**config.mk**
```make
export PLATFORM = sky130hd
export DESIGN_NAME = wrr_ingress_packer
export DESIGN_NICKNAME = d
export VERILOG_FILES = /design/src/rtl/wrr_ingress_packer.sv
export SDC_FILE = /design/constraint.sdc
export NUM_CORES = 2
export LEC_CHECK = 0
export CAP_MARGIN = 20
export CORE_AREA = 2 2 436 438
export DETAILED_ROUTE_END_ITERATION = 10
export DIE_AREA = 0 0 438 440
export PLACE_DENSITY = 0.48
export SLEW_MARGIN = 25
export SYNTH_ARGS = -nofsm -noshare
export SYNTH_HDL_FRONTEND = slang
export SYNTH_SLANG_ARGS = --single-unit
```
**constraint.sdc**
```tcl
create_clock -name clk -period 4 [get_ports clk]
set_input_delay 0.4 -clock clk [delete_from_list [all_inputs] [get_ports clk]]
set_output_delay 0.4 -clock clk [all_outputs]
set_load 0.01 [all_outputs]
```
**src/rtl/wrr_ingress_packer.sv**
```systemverilog
// wrr_ingress_packer: packs SOP/EOP framed beats into one packet strobe for the WRR FIFO, dropping malformed packets
//   clk, rst_n                                    : clock, async active-low reset
//   in_vld/in_sop/in_eop/in_prior/in_data/in_rdy  : beat bus (transfer on in_vld && in_rdy)
//   data_vld/prior/Queue                          : one-cycle packet strobe, priority, packed payload (beat 0 in LSBs)
//   err_drop/drop_cnt                             : drop pulse, saturating drop counter
module wrr_ingress_packer #(
  parameter int DATAPACK_BIT = 1024,
  parameter int BEAT_BIT     = 64,
  parameter int PRIORITY_BIT = 3
) (
  input  logic                    clk,
  input  logic                    rst_n,
  input  logic                    in_vld,
  input  logic                    in_sop,
  input  logic                    in_eop,
  input  logic [PRIORITY_BIT-1:0] in_prior,
  input  logic [BEAT_BIT-1:0]     in_data,
  output logic                    in_rdy,
  output logic                    data_vld,
  output logic [PRIORITY_BIT-1:0] prior,
  output logic [DATAPACK_BIT-1:0] Queue,
  output logic                    err_drop,
  output logic [7:0]              drop_cnt
);
  localparam int BEATS = DATAPACK_BIT / BEAT_BIT;
  localparam int CW = $clog2(BEATS) + 1;
  localparam logic [CW-1:0] LAST = CW'(BEATS - 1);
  typedef enum logic [1:0] {IDLE, COLLECT, DISCARD, EMIT} state_t;
  state_t                  state_q;
  logic [CW-1:0]           cnt_q;
  logic [DATAPACK_BIT-1:0] queue_q;
  logic [PRIORITY_BIT-1:0] prior_q;
  logic                    data_vld_q, err_q;
  logic [7:0]              drop_cnt_q;
  logic                    acc, drop;
  int                      idx;
  assign acc = in_vld && state_q != EMIT;
  // abort by SOP, orphan beat in IDLE, or last slot filled without EOP
  assign drop = acc && ((in_sop && state_q == COLLECT) || (!in_sop && state_q == IDLE) ||
                        (!in_sop && !in_eop && state_q == COLLECT && cnt_q == LAST));
  assign idx = int'(cnt_q) * BEAT_BIT;
  always_ff @(posedge clk or negedge rst_n)
    if (!rst_n) begin
      state_q    <= IDLE;
      cnt_q      <= '0;
      queue_q    <= '0;
      prior_q    <= '0;
      data_vld_q <= 1'b0;
      err_q      <= 1'b0;
      drop_cnt_q <= '0;
    end else begin
      data_vld_q <= 1'b0;
      err_q      <= drop;
      drop_cnt_q <= drop_cnt_q + 8'(drop && drop_cnt_q != 8'hFF);
      if (state_q == EMIT) state_q <= IDLE;
      else if (in_vld) begin
        if (in_sop) begin
          queue_q    <= {{(DATAPACK_BIT-BEAT_BIT){1'b0}}, in_data};
          prior_q    <= in_prior;
          cnt_q      <= CW'(1);
          state_q    <= in_eop ? EMIT : COLLECT;
          data_vld_q <= in_eop;
        end else if (state_q == DISCARD) begin
          if (in_eop) state_q <= IDLE;
        end else if (state_q == COLLECT) begin
          queue_q[idx +: BEAT_BIT] <= in_data;
          if (in_eop) begin
            state_q    <= EMIT;
            data_vld_q <= 1'b1;
          end else if (cnt_q == LAST) state_q <= DISCARD;
          else cnt_q <= cnt_q + 1'b1;
        end
      end
    end
  assign in_rdy   = state_q != EMIT;
  assign data_vld = data_vld_q;
  assign prior    = prior_q;
  assign Queue    = queue_q;
  assign err_drop = err_q;
  assign drop_cnt = drop_cnt_q;
endmodule

```
==> metrics.md <==
| Metric | Value |
|---|---|
| Synth Warn # | 0 |
| Worst Reg-to-Reg Cells | 9 |
| Ports | 1,110 |
| Std-Cell Core Area | 189,000 sq um |
| ANT nets after route | 0 |
| Worst-Skew Late Latency | 0.77 ns |
| Die Area | ~190,000 sq um |
| F_max | between 0.3 and 0.4 GHz |
| RSZ-0062 raised after global routing | false |
| Global-route wire length before repair | 291,000 um |
| Ys async rst share | 100% |
| Pwr Density | 532 nW/um^2 |
| Synth Flop Type | dfrtp_1 |
| Worst vdd ir | slightly below 0.4 mV |
| Commonest non-fill, non-tap cell in the layout | clkdlybuf4s50_1 |
| Synth Net Count | 3,150 |
| Hold Crit Class | in -> reg |
| CTS tree | yes |
| Relative slew slack | approximately 34% |
| Clock period minus worst slack | 3.31 ns |
| Initial antenna violation count | 16 |
| CP startpoint kind | register |
| Seq/Total Area, Yosys | 66.7% |
| Via/cell ratio | 4.82 |
| Most frequent cells in the layout | 1,107 x clkdlybuf4s50_1, 1,043 x dfrtp_1, 666 x o2bb2ai_1 |
| Clk pin slew, worst setup/hold paths | ~0.070 ns |
| MaxCap Viol Count | 0 |
| Nets | 4,219 |
| Routed WL per cell | approximately 32 um |
| CTS Hold Bufs | 1 |
| Levels on crit path | 9 |
| Worst Setup Path Type | reg -> reg |
| Final Core Density | 30.6% |
| Iteration-0 DRC Markers | approximately 2,700 |
| Die X | between 400 and 500 um |
| Crit path to | Queue[508] |
| RR Endpoint | Queue[508] |
| GRT Total Usage | 21.6% |
| Register area | 26,100 sq um |
| Drt pass-1 iters | 5 |
| Leak | 23.6 nW |
| H-tree depth | 3 |
| CTS buffer count | 118 |
| Postcts setup bufs | 0 |
| Filler cells | 19,300 |
| Max Root-Sink Buffers | 3 |
| Outcome | finished, final reports clean |
| Clk sinks | 1,044 |
| Fin. max-slew vios | 0 |
| Die H | 440 um |
| Synth Area per Inst | between 10 and 15 sq um |
| TNS Setup | 0 ns |
| Cells after synthesis | 3,072 |
| Crit path cell chain | inv_1 > ha_1 > nor3b_1 > ha_1 > nand4bb_1 > nor2_1 > nand3b_1 > buf_4 > o2bb2ai_1 |
| Synth Cell Area | between 30,000 and 40,000 sq um |
| Tcrit/Tclk final | 82.7% |
| Crit path max-delay family | simple AND/OR/NAND/NOR gates |
| CP required | roughly 4.6 ns |
| CP max FO | 28 |
| Critical Path Start | cnt_q[0] |
| Root buffer cell | clkbuf_16 |
| Detailed-route wire length | around 210,000 um |
| EDFF count, synth | 0 |
| Arr. time, crit path | 3.95 ns |
| Netlist cell types | 54 |
| Vias | 32,600 |
| Input/output buffers | roughly 1,100 |
| Hold Fails Final Rpt | 0 |
| Worst path max stage delay | 0.59 ns |
| CP dominant cell by count | ha_1 |
| Buf+Inv Stages, Crit Path | 2 |
| Vias in the first global route | 32,600 |
| Area Overhead vs Synth | 47.2% |
| Worst hold slack | roughly 0.18 ns |
| CP endpoint kind | register |
| Reg-to-reg slack, setup | around 0.69 ns |
| Max Clock Skew | about 0.039 ns |
| Initial Util | between 20% and 30% |
| Final setup violation count | 0 |
| Gpl congestion | 0.848 |
| Largest net degree at the start of global routing | 141 |
| Highest-delay cell along the critical path | nor2_1 |
| Post-CTS sizing | 0 |
| Tightest Pin Transition | 0.988 ns |
| Fraction of layout cells with a size suffix above 1 | 8.42% |
| Yosys reg bits | 1,044 |
| Reg2Reg Launch Point | cnt_q[0] |
| Hpwl dp | around 150,000 um |
| Multi-input logic area | between 10,000 and 15,000 sq um |
| Number of cell rows | 160 |
| Overflow after GRT | 0 |
| DRC Markers | 0 |
## metrics by stage
step                      setup slack [ns]  total power, mW  std cells  cell area (sq um)
after CTS                            0.652             31.0       6752              57700
after detailed placement             0.689             19.5       6531              53600
after global routing                 0.440             31.9       6753              57700
after global placement               0.722             19.5       6529              53600
final                                0.691             30.7       6761              57700
after floorplan                      0.710             15.0       3072              39200
## registers in the layout (all words and copies together), names as in the netlist
signal	cells
err_drop	1
state_q	2
data_vld	1
cnt_q	5
drop_cnt	8
Queue	1024
prior	3
## layout make-up
type / count / area share (%)
sequential: 1044 / 45.3
timing repair buffer: 1223 / 21.4
multi-input combinational: 1684 / 20.4
clock buffer: 166 / 5.90
tap: 2511 / 5.45
clock inverter: 54 / 1.14
inverter: 70 / 0.455
antenna: 9 / 0.0390
## synthesized netlist by cell type (3+ instances only)
library cell  number  area, sq um
dfrtp_1         1044        26100
o2bb2ai_1        666         5830
nand2_1          465         1750
o22ai_1          256         1600
clkbuf_1         132          495
buf_2             90          450
nand3_1           73          365
inv_1             70          263
mux2i_1           64          641
buf_4             39          293
a22o_1            38          333
nor2_1            14         52.6
buf_1             13         48.8
nor4_1            10         62.6
o21ai_2            8         70.1
and3_1             7         43.8
o21ai_0            7         35.0
ha_1               6         75.1
nor3_1             6         30.0
and4_1             5         43.8
xnor2_1            5         43.8
and2_1             4         25.0
nand2b_1           3         18.8
nand3_2            3         30.0
nand4_1            3         18.8
nand4_2            3         37.5
nor3b_1            3         22.5
or3_1              3         18.8
xor2_1             3         26.3
## tightest hold or removal path: stages
cell	delay [ns]
buf_2	0.28
nand2_1	0.13
mux2i_1	0.07
## worst min-delay path by stage
| stage | cells after the start | end | start | slack, ns |
|---|---|---|---|---|
| 5_1_grt | 2 | Queue[66] | in_data[2] | 0.17 |
| 3_5_place_dp | 2 | prior[1] | prior[1] | 0.47 |
| 2_1_floorplan | 0 | Queue[0] | rst_n | 0.10 |
| 6_report | 3 | Queue[2] | in_data[2] | 0.18 |
| 3_3_place_gp | 2 | prior[2] | prior[2] | 0.46 |
| 4_1_cts | 3 | prior[2] | in_prior[2] | 0.10 |
## layer usage
metal	GRT usage (%)	up-vias	wire, um	part of all wire [%]
met3	5.23	349	15900	7.4
met1	26.6	17100	84900	40
li1	-	13600	-	-
met2	35.6	1534	103000	48
met4	9.69	8	10600	4.9
met5	0	-	53	0.025
## report_power, final
| group | switching [mW] | internal [mW] | total, mW |
|---|---|---|---|
| logic | 5.58 | 2.10 | 7.68 |
| clock network | 4.88 | 6.60 | 11.5 |
| registers | 0.419 | 11.1 | 11.5 |
| total | 10.9 | 19.8 | 30.7 |
## cell families after synthesis
family                   count (synthesis)  synth area share, %
AND/OR/NAND/NOR                        614                 6.75
multiplexers                            64                 1.64
buffers and inverters                  344                 3.96
AO/OA/AOI/OAI                          991                 20.6
flip-flops                            1044                 66.7
XOR/XNOR                                 9                0.220
adder cells (fa/ha/maj)                  6                0.192
Note: power is estimated with default switching activity, not from simulation.
